===== src/rtl/rv32i_pkg.sv =====
// rv32i_pkg: shared encodings for the RV32I multi-cycle control unit
package rv32i_pkg;
  localparam logic [6:0] OP_R      = 7'h33;
  localparam logic [6:0] OP_IMM    = 7'h13;
  localparam logic [6:0] OP_LOAD   = 7'h03;
  localparam logic [6:0] OP_STORE  = 7'h23;
  localparam logic [6:0] OP_BRANCH = 7'h63;
  localparam logic [6:0] OP_JAL    = 7'h6F;
  localparam logic [6:0] OP_JALR   = 7'h67;
  localparam logic [6:0] OP_LUI    = 7'h37;
  localparam logic [6:0] OP_AUIPC  = 7'h17;
  localparam logic [6:0] OP_FENCE  = 7'h0F;
  localparam logic [6:0] OP_SYSTEM = 7'h73;
  typedef enum logic [3:0] {
    ALU_ADD = 4'b0000, ALU_SLL = 4'b0001, ALU_SLT = 4'b0010, ALU_SLTU = 4'b0011,
    ALU_XOR = 4'b0100, ALU_SRL = 4'b0101, ALU_OR  = 4'b0110, ALU_AND  = 4'b0111,
    ALU_SUB = 4'b1000, ALU_SRA = 4'b1101
  } alu_op_e;
  typedef enum logic [2:0] {S_IDLE, S_FETCH, S_DECODE, S_EXEC, S_MEM, S_WB, S_TRAP} state_e;
  typedef enum logic [2:0] {IMM_I, IMM_S, IMM_B, IMM_U, IMM_J} imm_e;
  typedef enum logic [3:0] {C_R, C_I, C_LOAD, C_STORE, C_BR, C_JAL, C_JALR, C_LUI, C_AUIPC, C_FENCE} cls_e;
  localparam logic [1:0] WB_ALU  = 2'b00;
  localparam logic [1:0] WB_MEM  = 2'b01;
  localparam logic [1:0] WB_PC4  = 2'b10;
  localparam logic [1:0] PC_4    = 2'b00;
  localparam logic [1:0] PC_IMM  = 2'b01;
  localparam logic [1:0] PC_ALU  = 2'b10;
  localparam logic [1:0] SRC_RS1 = 2'b00;
  localparam logic [1:0] SRC_PC  = 2'b01;
  localparam logic [1:0] SRC_ZERO = 2'b10;
endpackage


===== src/rtl/rv32i_decode.sv =====
// rv32i_decode: combinational RV32I decoder to class, ALU op, immediate type and illegal flag
module rv32i_decode
  import rv32i_pkg::*;
(
  input  logic [31:0] instr_i,
  output cls_e        cls_o,
  output alu_op_e     alu_o,
  output imm_e        imm_o,
  output logic        illegal_o
);
  logic [6:0] op, f7;
  logic [2:0] f3;
  logic unused_ok;
  assign op = instr_i[6:0];
  assign f3 = instr_i[14:12];
  assign f7 = instr_i[31:25];
  assign unused_ok = ^{instr_i[24:15], instr_i[11:7]};
  // opcode-driven decode; I-ALU only takes bit 3 from instr[30] for the right shifts
  always_comb begin
    cls_o = C_R;
    alu_o = ALU_ADD;
    imm_o = IMM_I;
    illegal_o = 1'b0;
    case (op)
      OP_R: begin
        cls_o = C_R;
        alu_o = alu_op_e'({f7[5], f3});
        illegal_o = !(f7 == 7'h00 || (f7 == 7'h20 && (f3 == 3'b000 || f3 == 3'b101)));
      end
      OP_IMM: begin
        cls_o = C_I;
        alu_o = alu_op_e'({f3 == 3'b101 && f7[5], f3});
        illegal_o = (f3 == 3'b001 && f7 != 7'h00) || (f3 == 3'b101 && f7 != 7'h00 && f7 != 7'h20);
      end
      OP_LOAD: begin
        cls_o = C_LOAD;
        illegal_o = f3 == 3'b011 || f3[2:1] == 2'b11;
      end
      OP_STORE: begin
        cls_o = C_STORE;
        imm_o = IMM_S;
        illegal_o = f3 > 3'b010;
      end
      OP_BRANCH: begin
        cls_o = C_BR;
        imm_o = IMM_B;
        illegal_o = f3[2:1] == 2'b01;
      end
      OP_JAL: begin
        cls_o = C_JAL;
        imm_o = IMM_J;
      end
      OP_JALR: begin
        cls_o = C_JALR;
        illegal_o = f3 != 3'b000;
      end
      OP_LUI: begin
        cls_o = C_LUI;
        imm_o = IMM_U;
      end
      OP_AUIPC: begin
        cls_o = C_AUIPC;
        imm_o = IMM_U;
      end
      OP_FENCE: cls_o = C_FENCE;
      OP_SYSTEM: illegal_o = 1'b1;
      default: illegal_o = 1'b1;
    endcase
  end
endmodule


===== src/rtl/rv32i_multicycle_control.sv =====
// rv32i_multicycle_control: multi-cycle FSM sequencing fetch, decode, execute, memory and writeback
module rv32i_multicycle_control
  import rv32i_pkg::*;
#(
  parameter int ALU_CTRL_W    = 4,
  parameter bit MEM_HANDSHAKE = 1'b1
) (
  input  logic                  clk,
  input  logic                  rst_n,
  input  logic [31:0]           instr,
  input  logic                  br_cond,
  input  logic                  imem_ready,
  input  logic                  dmem_ready,
  output logic                  imem_req,
  output logic                  ir_load,
  output logic                  dmem_req,
  output logic                  mem_read_en,
  output logic                  mem_write_en,
  output logic [2:0]            mem_size,
  output logic                  register_write_en,
  output logic [ALU_CTRL_W-1:0] alu_control_en,
  output logic [1:0]            alu_src_a,
  output logic                  imm_en,
  output logic [2:0]            imm_type,
  output logic [1:0]            wb_sel,
  output logic                  pc_write_en,
  output logic [1:0]            pc_src,
  output logic                  illegal_instr,
  output logic [2:0]            state_o
);
  state_e  state_q, state_d;
  cls_e    cls_q, d_cls;
  alu_op_e alu_q, d_alu;
  imm_e    imm_q, d_imm;
  logic [2:0] f3_q;
  logic d_ill, if_done, dm_done;
  assign if_done = imem_ready || !MEM_HANDSHAKE;
  assign dm_done = dmem_ready || !MEM_HANDSHAKE;
  assign state_o = state_q;
  rv32i_decode u_decode (
    .instr_i  (instr),
    .cls_o    (d_cls),
    .alu_o    (d_alu),
    .imm_o    (d_imm),
    .illegal_o(d_ill)
  );
  // next-state selection; TRAP only leaves through reset
  always_comb begin
    state_d = state_q;
    case (state_q)
      S_IDLE:   state_d = S_FETCH;
      S_FETCH:  state_d = if_done ? S_DECODE : S_FETCH;
      S_DECODE: state_d = d_ill ? S_TRAP : S_EXEC;
      S_EXEC:   state_d = (cls_q inside {C_LOAD, C_STORE}) ? S_MEM :
                          (cls_q inside {C_BR, C_FENCE}) ? S_FETCH : S_WB;
      S_MEM:    state_d = !dm_done ? S_MEM : (cls_q == C_LOAD) ? S_WB : S_FETCH;
      S_WB:     state_d = S_FETCH;
      default:  state_d = S_TRAP;
    endcase
  end
  // state register plus decode fields captured once per instruction in DECODE
  always_ff @(posedge clk or negedge rst_n) begin
    if (!rst_n) begin
      state_q <= S_IDLE;
      cls_q   <= C_R;
      alu_q   <= ALU_ADD;
      imm_q   <= IMM_I;
      f3_q    <= 3'b000;
    end else begin
      state_q <= state_d;
      if (state_q == S_DECODE) begin
        cls_q <= d_cls;
        alu_q <= d_alu;
        imm_q <= d_imm;
        f3_q  <= instr[14:12];
      end
    end
  end
  // outputs from current state and captured fields; everything idles at zero
  always_comb begin
    imem_req = 1'b0;
    ir_load = 1'b0;
    dmem_req = 1'b0;
    mem_read_en = 1'b0;
    mem_write_en = 1'b0;
    mem_size = 3'b000;
    register_write_en = 1'b0;
    alu_control_en = '0;
    alu_src_a = SRC_RS1;
    imm_en = 1'b0;
    imm_type = IMM_I;
    wb_sel = WB_ALU;
    pc_write_en = 1'b0;
    pc_src = PC_4;
    illegal_instr = 1'b0;
    case (state_q)
      S_FETCH: begin
        imem_req = 1'b1;
        ir_load = if_done;
      end
      S_EXEC: begin
        alu_control_en = ALU_CTRL_W'(alu_q);
        alu_src_a = (cls_q == C_LUI) ? SRC_ZERO : (cls_q inside {C_AUIPC, C_JAL}) ? SRC_PC : SRC_RS1;
        imm_en = !(cls_q inside {C_R, C_BR, C_FENCE});
        imm_type = imm_q;
        pc_write_en = cls_q inside {C_BR, C_FENCE};
        pc_src = (cls_q == C_BR && br_cond) ? PC_IMM : PC_4;
      end
      S_MEM: begin
        dmem_req = 1'b1;
        mem_read_en = cls_q == C_LOAD;
        mem_write_en = cls_q == C_STORE;
        mem_size = f3_q;
        imm_type = imm_q;
        pc_write_en = cls_q == C_STORE && dm_done;
      end
      S_WB: begin
        register_write_en = 1'b1;
        pc_write_en = 1'b1;
        imm_type = imm_q;
        wb_sel = (cls_q == C_LOAD) ? WB_MEM : (cls_q inside {C_JAL, C_JALR}) ? WB_PC4 : WB_ALU;
        pc_src = (cls_q == C_JAL) ? PC_IMM : (cls_q == C_JALR) ? PC_ALU : PC_4;
      end
      S_TRAP: illegal_instr = 1'b1;
      default: ;
    endcase
  end
endmodule

===== config.mk =====
export PLATFORM = sky130hd
export DESIGN_NAME = rv32i_multicycle_control
export DESIGN_NICKNAME = d
export VERILOG_FILES = /design/src/rtl/rv32i_pkg.sv /design/src/rtl/rv32i_decode.sv /design/src/rtl/rv32i_multicycle_control.sv
export SDC_FILE = /design/constraint.sdc
export NUM_CORES = 1
export LEC_CHECK = 0
export BUFFER_PORTS_ARGS = -buffer_cell sky130_fd_sc_hd__buf_2
export CAP_MARGIN = 20
export CORE_UTILIZATION = 41
export DETAILED_ROUTE_END_ITERATION = 6
export HOLD_SLACK_MARGIN = 0.03
export MAX_ROUTING_LAYER = met4
export PLACE_DENSITY = 0.76
export SLEW_MARGIN = 10
export SYNTH_ARGS = -nofsm -noshare
export SYNTH_HDL_FRONTEND = slang
export SYNTH_SLANG_ARGS = --single-unit

===== constraint.sdc =====
create_clock -name clk -period 1.4 [get_ports clk]
set_input_delay 0.35 -clock clk [delete_from_list [all_inputs] [get_ports clk]]
set_output_delay 0.35 -clock clk [all_outputs]
set_load 0.05 [all_outputs]

==> metrics.yaml <==
status: "finished with violations"
violations: "DRC, setup timing"
drt-total-wl_mm: 7.43
synth_top_cell_area_share_pct: 33.3
ys_seq_area_share_pct: 33.3
insertion_delay_ps: 310
arrival_ps: 1850
cts.sinks: 17
antenna_cells: 0
setup_tns_ps: -17440
drv_cap: 0
crit_top_cell: "buf_6"
track_usage_pct: 31.4
crit_slowest_cell: "dfrtp_2"
worstMarginPinSlew_ps: 585
critPathBufInv: 6
critPathTopFamily: "buffers and inverters"
end_kind: "primary output"
min_period_ps: 2200
clockBufferDepth: 2
r2r_setup_slack_ps: -490
hold_class: "in2reg"
skew_ps: 3.59
grt_pass1_vias: 1640
postSynthCellCount: 173
timing.final.ws_setup_ps: -801
drc: 4
syn-cell-area_um2: 1280
setup_viol: 45
antenna_found_initial: 0
cts_tree: "built"
dpl_cell_area_um2: 2050
root_buffer: "clkbuf_4"
syn2layout_area_growth_pct: 107
wl_per_cell_um: 23.7
yosysTopAreaCell: "dfrtp_1"
clkTransAtPathRegs_ps: 120
final_cell_mix: "buf_4, buf_6, buf_2"
portBuffers: 49
hold_viol: 0
cts_buffers: 3
yosysUniqueCellTypes: 40
initial_core_util_pct: 44.8
power.density_nw_per_um2: 377
place_congestion: 0.883
drive_above_1_share_pct: 63.8
die_area_um2: 3340
place_hpwl_mm: 2.91
synth_seq_cells: 17
core-area_um2: 2850
layout.nets: 320
slew_headroom_pct: 60.6
final_antenna_net_count: 0
die_h_um: 57.8
first_iter_violations: 214
vias_per_cell: 6.58
syn_nets: 210
max_freq_mhz: 454
vias: 2058
leakagePower_nw: 1.25
cpPeakStageDelay_ps: 480
cp-start-kind: "register"
worstPathRequired_ps: 1050
synthTopCellsByArea: "dfrtp_1, nand2_1, and2_1"
path_class: "reg2out"
io_pins: 65
overflow: 0
cp_cell_sequence: "inv_4 -> buf_4 -> buf_6 -> buf_6 -> nor3_4 -> nand2_2 -> clkinvlp_4 -> buf_8"
max-vdd-ir-drop_mv: 0.384
num_rows: 19
final_area_um2: 2650
fill_cells: 97
syn_area_per_cell_um2: 7.38
grt_pass1_wl_mm: 7.76
rsz0062_at_grt: "yes"
yosysWarnings: 0
htreeDepth: 1
fp.dieW_um: 57.8
fin_crit_sh_pct: 157
worst-path-max-fanout: 4
first_pass_iters: 7
grt_max_degree: 18
drv_slew: 0
final_common_cell: "buf_4"
[final timing paths]
path | cells past startpoint | startpoint | endpoint
max in group asynchronous | 2 | rst_n | cls_q[0]$_DFFE_PN0P_
setup reg to reg | 11 | state_o[0]$_DFF_PN0_ | state_o[0]$_DFF_PN0_
setup / recovery | 8 | state_o[0]$_DFF_PN0_ | ir_load
hold / removal | 3 | instr[30] | alu_q[3]$_DFFE_PN0P_
hold reg to reg | 2 | f3_q[0]$_DFFE_PN0P_ | f3_q[0]$_DFFE_PN0P_
min in group asynchronous | 2 | rst_n | state_o[2]$_DFF_PN0_
[worst min-delay path, stage by stage]
cell	delay, ps
buf_2	110
nand2_1	70
o31ai_1	80
[sequential cells by signal, indices dropped and copies added, names as in the netlist]
register / flops
imm_q: 3
f3_q: 3
alu_q: 4
state_o: 3
cls_q: 4
[final cells by class]
| cell class | count | area, µm² | share of cell area (%) |
|---|---|---|---|
| Clock buffer | 3 | 22.5 | 0.850 |
| Inverter | 9 | 50.0 | 1.89 |
| Tap cell | 31 | 38.8 | 1.46 |
| Sequential cell | 17 | 433 | 16.3 |
| Clock inverter | 1 | 5.00 | 0.189 |
| Timing Repair Buffer | 115 | 1020 | 38.7 |
| Multi-Input combinational cell | 137 | 1070 | 40.6 |
[layer usage]
layer  global-route usage, %  up-vias  share of wire, %  routed length [µm]
met2                    55.8      215                47                3460
met3                    2.90       61                12                 858
met1                    35.3      953                35                2590
li1                        -      829                 -                   -
met4                    15.0        0               7.1                 526
met5                       -        -                 0                   0
[synth_stat cells (all sizes together)]
cell type   n
nor4b       1
buf         7
o2111a      1
a31o        1
a22o        1
xnor2       2
nor3       10
dfrtp      17
nand2b      3
nor4        2
or2         1
o21ai      13
a211o       1
xor2        3
a221o       1
o2bb2ai     1
a21oi      10
nand3b      2
and2       10
a22oi       2
or4         1
nor2b       2
mux2i       1
nor3b       2
and3        5
nor2       14
o41ai       2
or3         1
nand2      27
nand3       7
inv         9
nand4       2
o221ai      1
o31ai       2
a31oi       1
o22ai       4
clkbuf      3
[metrics by stage]
step | std cells | util, % | hold WS (ps) | power, W | setup WS, ps
after floorplan | 173 | - | 54.4 | 0.000582 | -772
after global placement | 291 | 71.8 | 279 | 0.000673 | -353
after detailed placement | 291 | 71.8 | 282 | 0.000677 | -385
after CTS | 301 | 84.0 | 301 | 0.000928 | -584
after global routing | 313 | 92.9 | 321 | 0.00102 | -812
final | 313 | 92.9 | 326 | 0.000999 | -801
[logic make-up (layout without fill, tap and decap cells)]
group / after synthesis / after routing / share of synthesized area, %
compound gates: 41 / 41 / 20.3
xor+xnor: 5 / 5 / 3.43
buf+inv: 19 / 128 / 6.27
flops: 17 / 17 / 33.3
mux: 1 / 1 / 0.784
simple gates: 90 / 90 / 35.9
[what timing repair did]
item,4_1_cts,5_1_grt
cloned,0,1
pin swaps,10,14
endpoints found under the hold margin,17,0
setup endpoints to repair,30,40
setup buffers,7,14
gates resized for setup,82,49
hold buffers,1,0
[report_power, final]
part,total (W),internal (W),leakage (nW),switching [W]
sequential,0.000493,0.000491,0.154,0.00000159
clock,0.000298,0.000107,0.0177,0.000192
combinational,0.000208,0.0000901,1.08,0.000118
(Power assumes the default switching activity.)
